`config.mk`:
```
export PLATFORM = sky130hd
export DESIGN_NAME = mult_add_seq
export DESIGN_NICKNAME = d
export VERILOG_FILES = /design/src/rtl/mult_add_seq.sv
export SDC_FILE = /design/constraint.sdc
export NUM_CORES = 1
export LEC_CHECK = 0
export CAP_MARGIN = 20
export CORE_MARGIN = 4
export CORE_UTILIZATION = 54
export CTS_CLUSTER_DIAMETER = 40
export DETAILED_ROUTE_END_ITERATION = 8
export MAX_ROUTING_LAYER = met4
export PLACE_DENSITY = 0.88
export SETUP_SLACK_MARGIN = 0.4
export SYNTH_ARGS = -nofsm -noshare
export SYNTH_HDL_FRONTEND = slang
export SYNTH_SLANG_ARGS = --single-unit
export TNS_END_PERCENT = 1
```
`constraint.sdc`:
```
create_clock -name clk -period 7 [get_ports clk]
set_input_delay 1.05 -clock clk [delete_from_list [all_inputs] [get_ports clk]]
set_output_delay 1.05 -clock clk [all_outputs]
set_load 0.005 [all_outputs]
```
`src/rtl/mult_add_seq.sv`:
```
// Time-multiplexed dot product: LANES multipliers reused over ceil(TAPS/LANES) beats.
// Define MULT_ADD_SIGNED_EN for two's complement operands and a sign-extended result.
module mult_add_seq #(
    parameter int TAPS   = 9,
    parameter int DATA_W = 4,
    parameter int LANES  = 3,
    parameter int RES_W  = 16
) (
    input  logic                     clk,
    input  logic                     rst,
    input  logic [TAPS*DATA_W-1:0]   sample_in,
    input  logic [TAPS*DATA_W-1:0]   coeff_in,
    input  logic                     conv_en,
    output logic                     busy,
    output logic [RES_W-1:0]         result,
    output logic                     result_ready
);

    localparam int NBEATS    = (TAPS + LANES - 1) / LANES;
    localparam int BEAT_W    = (NBEATS > 1) ? $clog2(NBEATS) : 1;
    localparam int OP_BITS   = TAPS * DATA_W;
    localparam int LANE_BITS = LANES * DATA_W;
    localparam int PAD_BITS  = NBEATS * LANE_BITS;
    localparam int PROD_W    = 2 * DATA_W;
    localparam logic [BEAT_W-1:0] LAST_BEAT = BEAT_W'(NBEATS - 1);

    generate
        if (RES_W < 2 * DATA_W + $clog2(TAPS)) begin : g_res_w_check
            $error("mult_add_seq: RES_W too narrow for TAPS products of 2*DATA_W bits");
        end
        if (LANES < 1 || LANES > TAPS) begin : g_lanes_check
            $error("mult_add_seq: LANES must lie in 1..TAPS");
        end
    endgenerate

    typedef enum logic [1:0] {
        IDLE = 2'd0,
        RUN  = 2'd1,
        DONE = 2'd2
    } state_t;

    state_t                state;
    state_t                state_nxt;
    logic [BEAT_W-1:0]     beat;
    logic [RES_W-1:0]      acc;
    logic [RES_W-1:0]      acc_nxt;
    logic [RES_W-1:0]      beat_sum;
    logic [OP_BITS-1:0]    opnd_s;
    logic [OP_BITS-1:0]    opnd_c;
    logic [PAD_BITS-1:0]   pad_s;
    logic [PAD_BITS-1:0]   pad_c;
    logic [LANE_BITS-1:0]  win_s;
    logic [LANE_BITS-1:0]  win_c;

    // Zero taps past TAPS so a partial last beat adds nothing.
    generate
        if (PAD_BITS > OP_BITS) begin : g_pad
            assign pad_s = {{(PAD_BITS - OP_BITS){1'b0}}, opnd_s};
            assign pad_c = {{(PAD_BITS - OP_BITS){1'b0}}, opnd_c};
        end else begin : g_nopad
            assign pad_s = opnd_s;
            assign pad_c = opnd_c;
        end
    endgenerate

    always_ff @(posedge clk or posedge rst) begin
        if (rst) begin
            state <= IDLE;
        end else begin
            state <= state_nxt;
        end
    end

    always_comb begin
        state_nxt = state;
        case (state)
            IDLE:    if (conv_en) state_nxt = RUN;
            RUN:     if (beat == LAST_BEAT) state_nxt = DONE;
            DONE:    state_nxt = IDLE;
            default: state_nxt = IDLE;
        endcase
    end

    assign busy = (state != IDLE);

    always_comb begin
        win_s = '0;
        win_c = '0;
        for (int b = 0; b < NBEATS; b++) begin
            if (beat == BEAT_W'(b)) begin
                win_s = pad_s[b*LANE_BITS +: LANE_BITS];
                win_c = pad_c[b*LANE_BITS +: LANE_BITS];
            end
        end
    end

    // Operands are widened to PROD_W first; the low PROD_W bits of that product
    // are correct for both unsigned and two's complement inputs.
    always_comb begin
        beat_sum = '0;
        for (int l = 0; l < LANES; l++) begin
            logic [DATA_W-1:0] a;
            logic [DATA_W-1:0] c;
            logic [PROD_W-1:0] prod;
            a = win_s[l*DATA_W +: DATA_W];
            c = win_c[l*DATA_W +: DATA_W];
`ifdef MULT_ADD_SIGNED_EN
            prod     = {{DATA_W{a[DATA_W-1]}}, a} * {{DATA_W{c[DATA_W-1]}}, c};
            beat_sum = beat_sum + RES_W'($signed(prod));
`else
            prod     = {{DATA_W{1'b0}}, a} * {{DATA_W{1'b0}}, c};
            beat_sum = beat_sum + RES_W'(prod);
`endif
        end
    end

    assign acc_nxt = acc + beat_sum;

    always_ff @(posedge clk or posedge rst) begin
        if (rst) begin
            beat         <= '0;
            acc          <= '0;
            opnd_s       <= '0;
            opnd_c       <= '0;
            result       <= '0;
            result_ready <= 1'b0;
        end else begin
            result_ready <= 1'b0;
            case (state)
                IDLE: begin
                    if (conv_en) begin
                        opnd_s <= sample_in;
                        opnd_c <= coeff_in;
                        acc    <= '0;
                        beat   <= '0;
                    end
                end
                RUN: begin
                    acc  <= acc_nxt;
                    beat <= beat + 1'b1;
                    if (beat == LAST_BEAT) begin
                        result       <= acc_nxt;
                        result_ready <= 1'b1;
                    end
                end
                default: begin
                end
            endcase
        end
    end

endmodule

```
Word-level counts from Yosys, hierarchy flattened:

Cells that the tools add are included.

* multipliers: 3
* reductions and logical operators: 8
* $add $sub $neg: 4
* mux-type cells: 15
* equality and inequality tests: 5

Operators with widths (number)
* 12-bit 2-to-1 mux: 6
* 16-bit one-hot mux with 2 select lines: 1
* 4-bit by 4-bit multiplier with 8-bit output: 3
* 16-bit by 10-bit adder with 16-bit output: 1
* 16-bit 2-to-1 mux: 1
* 9-bit by 8-bit adder with 10-bit output: 1
* 8-bit by 8-bit adder with 9-bit output: 1
* 2-bit one-hot mux with 2 select lines: 2
* 2-bit AND reduction: 4
* 2-bit 2-to-1 mux: 3
* 2-bit by 1-bit == test with 1-bit output, second input constant: 2
* 2-bit logical NOT: 2
* 2-bit inequality test, second input constant: 2
* 2-bit nonzero test: 2
* 2-bit by 1-bit adder with 2-bit output, second input constant: 1
* 2-bit == test, second input constant: 1
* 1-bit 2-to-1 mux: 2

* output and inout bits: 18
* flip-flop bits (word level): 109

Logic depth before layout (Yosys ltp):

* depth after elaboration: 9
* gate-level depth with buffers: 25

Worst setup path before layout:

Ideal clock, no wire load.

* kind: register to register
* start: register beat[1]
* end: register result[12]
* slack: 1.031 ns
* buffers on the path: 3
* data arrival time: 5.900 ns
* cell stages (with the launch flop): 23
* clock period less this slack: 5.969 ns
* cells stage by stage: dfrtp_1 -> inv_1 -> ha_1 -> clkbuf_1 -> clkbuf_1 -> nand2_1 -> a21oi_1 -> a21oi_1 -> or2_2 -> fa_1 -> fa_1 -> inv_1 -> fa_1 -> fa_1 -> inv_1 -> fa_1 -> fa_1 -> nand2b_1 -> a21oi_1 -> o21ai_1 -> clkbuf_1 -> or4_1 -> nand3_1

* cells in the longest elaborated chain, start to end: 8
* elaborated cells between the ends (all ways): 16
* those cells by class: add/sub: 3; mul: 3; eq/ne: 2; mux: 6; reduce/logical: 2

Ends and longest elaborated chain
* from (decl): RTL line 44 `logic [BEAT_W-1:0] beat;`
* from (signal assigned): RTL line 140 `beat <= beat + 1'b1;`
* 2-bit logical NOT: RTL line 90 `if (beat == BEAT_W'(b)) begin`
* 12-bit 2-to-1 mux (3 in series): RTL line 90
* 4-bit by 4-bit multiplier with 8-bit output: RTL line 111 `prod = {{DATA_W{1'b0}}, a} * {{DATA_W{1'b0}}, c};`
* 8-bit by 8-bit adder with 9-bit output: RTL line 112 `beat_sum = beat_sum + RES_W'(prod);`
* 9-bit by 8-bit adder with 10-bit output: RTL line 112
* 16-bit by 10-bit adder with 16-bit output: RTL line 117 `assign acc_nxt = acc + beat_sum;`
* to (signal assigned): RTL line 142 `result <= acc_nxt;`
* to (decl): RTL line 15 `output logic [RES_W-1:0] result,`

Parallel ways exist; a longest one is shown, timed or not.
A chain may end at the register's enable or synchronous reset.

Worst setup path in the final report:

* start: register beat[0]
* end: register result[14]

Same word-level chain as after synthesis.

==> flow_summary.json <==
{
  "status": "complete, no violations",
  "p_int_mw": 2.21,
  "p_leak_nw": 3.99,
  "worstSkewPairLatency_ns": 0.36,
  "core.rowCount": 40,
  "finalSetupTns_ns": 0,
  "syn2layout_area_growth_pct": 20.0,
  "hold_viol": 0,
  "synth-seq-cells": 109,
  "critPathMaxFanout": 50,
  "period_minus_slack_ns": 6.26,
  "cts_buffers": 9,
  "synth-edff-count": 0,
  "synth_nets": 946,
  "hold_ws_ns": 0.485,
  "clk_pin_slew_ns": 0.07,
  "r2r_cells": 18,
  "power_density_nw_per_um2": 527,
  "grt.overflow.total": 0,
  "wl_per_cell_um": 15.8,
  "root_buffer": "clkbuf_16",
  "path_buf_inv": 4,
  "drc": 0,
  "yosys_warnings": 0,
  "final_cell_mix": "nand2_1, dfrtp_1, clkdlybuf4s50_1",
  "setup_viol": 0,
  "drt_iter0_markers": 488,
  "async_flop_share_pct": 100,
  "fp.dieW_um": 120,
  "htreeDepth": 3,
  "grt_pass1_vias": 5618,
  "crit_path_frequent_cell": "fa_1",
  "final_cell_count_no_fill": 1037,
  "rsz0062_at_grt": "false",
  "place.gp.congestion": 0.946,
  "post-place-ws_ns": 0.329,
  "drt_first_pass_iters": 5,
  "hold_start": "opnd_s[2]",
  "setup.worst_path.end_class": "flip-flop",
  "drive_above_1_share_pct": 5.18,
  "cp.depth": 18,
  "crit_chain": "inv_1, ha_1, buf_4, a21oi_1, or2_2, fa_1, fa_1, inv_1, fa_1, fa_1, inv_1, fa_1, fa_1, nand2b_1, a21oi_1, o21ai_2, or4_1, nand3_1",
  "crit_family": "adder cells",
  "core_area_um2": 12100,
  "die_h_um": 120,
  "combPwrFrac_pct": 61.7,
  "finClkSkew_ns": 0.00917,
  "min_period_over_period_pct": 89.4,
  "met2_usage_pct": 39.0,
  "ys_seq_area_share_pct": 40.5,
  "grt-busiest-layer": "met2",
  "hp-class": "flip-flop to flip-flop",
  "use_met1_pct": 32.7,
  "clockBufferDepth": 2,
  "slew-limit-headroom_pct": 33.1,
  "wirelength_um": 16400,
  "fmax_mhz": 160,
  "grt_use_total_pct": 24.6,
  "clock_sinks": 109,
  "dpl.hpwl_um": 12200,
  "worstMarginPinSlew_ns": 1.00,
  "holdPathStages": 2,
  "start_util_pct": 55.6,
  "p_switching_mw": 2.05,
  "ant_nets": 0,
  "synthesis.area_um2": 6730,
  "seq_power_share_pct": 25.9,
  "fillCellCount": 950,
  "synthFlopType": "dfrtp_1",
  "drv_slew": 0,
  "diodes": 0,
  "swShare_pct": 48.1,
  "r2r-start": "beat[0]",
  "critPathLaunchType": "flip-flop",
  "final_nets": 1015,
  "arrival_ns": 6.56,
  "grt_pass1_wl_um": 27100,
  "num_vias": 5515,
  "io_buffers": 92,
  "cp-startpoint": "beat[0]",
  "slowest_delay_ns": 0.55,
  "cp_slowest_cell": "fa_1",
  "cap_violations": 0,
  "dieArea_um2": 14300,
  "placed_cells": 1021,
  "netlist_instances": 795,
  "grt_max_degree": 84,
  "synth_cell_types": 42,
  "criticalPathCategory": "flip-flop to flip-flop",
  "power_mw": 4.26,
  "layout_commonest_cell": "nand2_1",
  "antenna_found_initial": 0,
  "io_pins": 93,
  "synth_area_per_cell_um2": 8.47,
  "pwr-share-clk_pct": 12.4,
  "required_ns": 7.30,
  "vdd_ir_drop_max_mv": 0.446,
  "met3_usage_pct": 2.78,
  "cts_tree": "yes",
  "viasPerCell": 5.32,
  "postLayoutSetupSlackWorst_ns": 0.740
}
==> cells by family (layout without fill, tap and decap cells) <==
logic type	Yosys count	after routing	synth area share (%)
buffers and inverters	119	193	6.82
AOI/OAI and AO/OA	100	100	8.21
muxes	4	4	0.650
DFF	109	109	40.5
xor gates and xnor gates	10	10	1.30
adders and majority gates	76	76	18.7
and+or+nand+nor	377	377	23.8
==> stage by stage <==
stage	utilization [%]	area, µm²
final	66.7	8080
after global routing	66.7	8080
after CTS	66.5	8060
after detailed placement	64.0	7750
after global placement	64.0	7750
after floorplan	-	6730
==> routing by layer <==
metal  routed length (µm)  part of all wire, %
met1                 7080                   43
met2                 8030                   49
met3                  793                  4.8
met4                  476                  2.9
met5                    0                    0
==> synthesized netlist by cell type (2+ instances only) <==
cell type | count | share of area, %
nand2b_1 | 3 | 0.28
or4_1 | 3 | 0.33
nor3_1 | 2 | 0.15
mux2_2 | 3 | 0.50
o211ai_1 | 5 | 0.56
a31oi_1 | 2 | 0.19
nand3_1 | 12 | 0.89
ha_1 | 35 | 6.5
xnor2_1 | 5 | 0.65
o21ai_1 | 2 | 0.15
xor2_1 | 5 | 0.65
nand3b_1 | 25 | 2.8
or2_2 | 10 | 0.93
o21bai_1 | 2 | 0.22
dfrtp_1 | 109 | 41
nor2b_1 | 2 | 0.19
o21ai_0 | 24 | 1.8
fa_1 | 41 | 12
a21o_1 | 2 | 0.22
nor2_1 | 39 | 2.2
clkbuf_1 | 36 | 2.0
or2_1 | 3 | 0.28
inv_1 | 80 | 4.5
a21oi_1 | 56 | 4.2
nand2_1 | 272 | 15
==> tightest hold or removal path, cell delays in order, from the launching register on <==
cell and delay [ns]:
dfrtp_1 0.35, nand2_1 0.05, nand2_1 0.05
==> sequential cells by signal (all words and copies together) (netlist names) <==
signal        count
state             2
result_ready      1
result           16
opnd_s           36
opnd_c           36
beat              2
acc              16
==> power groups by stage <==
stage | combinational, mW | sequential, mW | clock (mW)
6_report | 2.63 | 1.11 | 0.528
5_1_grt | 2.99 | 1.13 | 0.560
4_1_cts | 2.62 | 1.10 | 0.536
3_5_place_dp | 2.58 | 1.10 | 0
3_3_place_gp | 2.45 | 1.10 | 0
2_1_floorplan | 1.87 | 1.05 | 0
==> repair_timing <==
action	CTS	global route
buffers inserted	0	0
gates cloned	0	0
endpoints found under the setup margin	3	4
gates resized for setup	1	5
pin swaps	0	0
hold buffers	0	0
==> final cells by class <==
type | instances | area [µm²] | share of cell area (%)
clock buffers | 9 | 225 | 2.79
clock inverters | 7 | 81.3 | 1.01
inverters | 80 | 303 | 3.75
multi-input cells | 567 | 3570 | 44.2
flip-flops and latches | 109 | 2730 | 33.7
well taps | 168 | 210 | 2.60
repair buffers | 97 | 962 | 11.9
==> final timing paths <==
path	to	slack (ns)
setup reg to reg	result[14]	0.74
max in group asynchronous	result[0]	4.67
setup / recovery	result[14]	0.74
hold reg to reg	opnd_s[2]	0.48
hold / removal	opnd_s[2]	0.48
min in group asynchronous	opnd_c[34]	1.09
No activity file was read; power rests on OpenSTA's default activity.
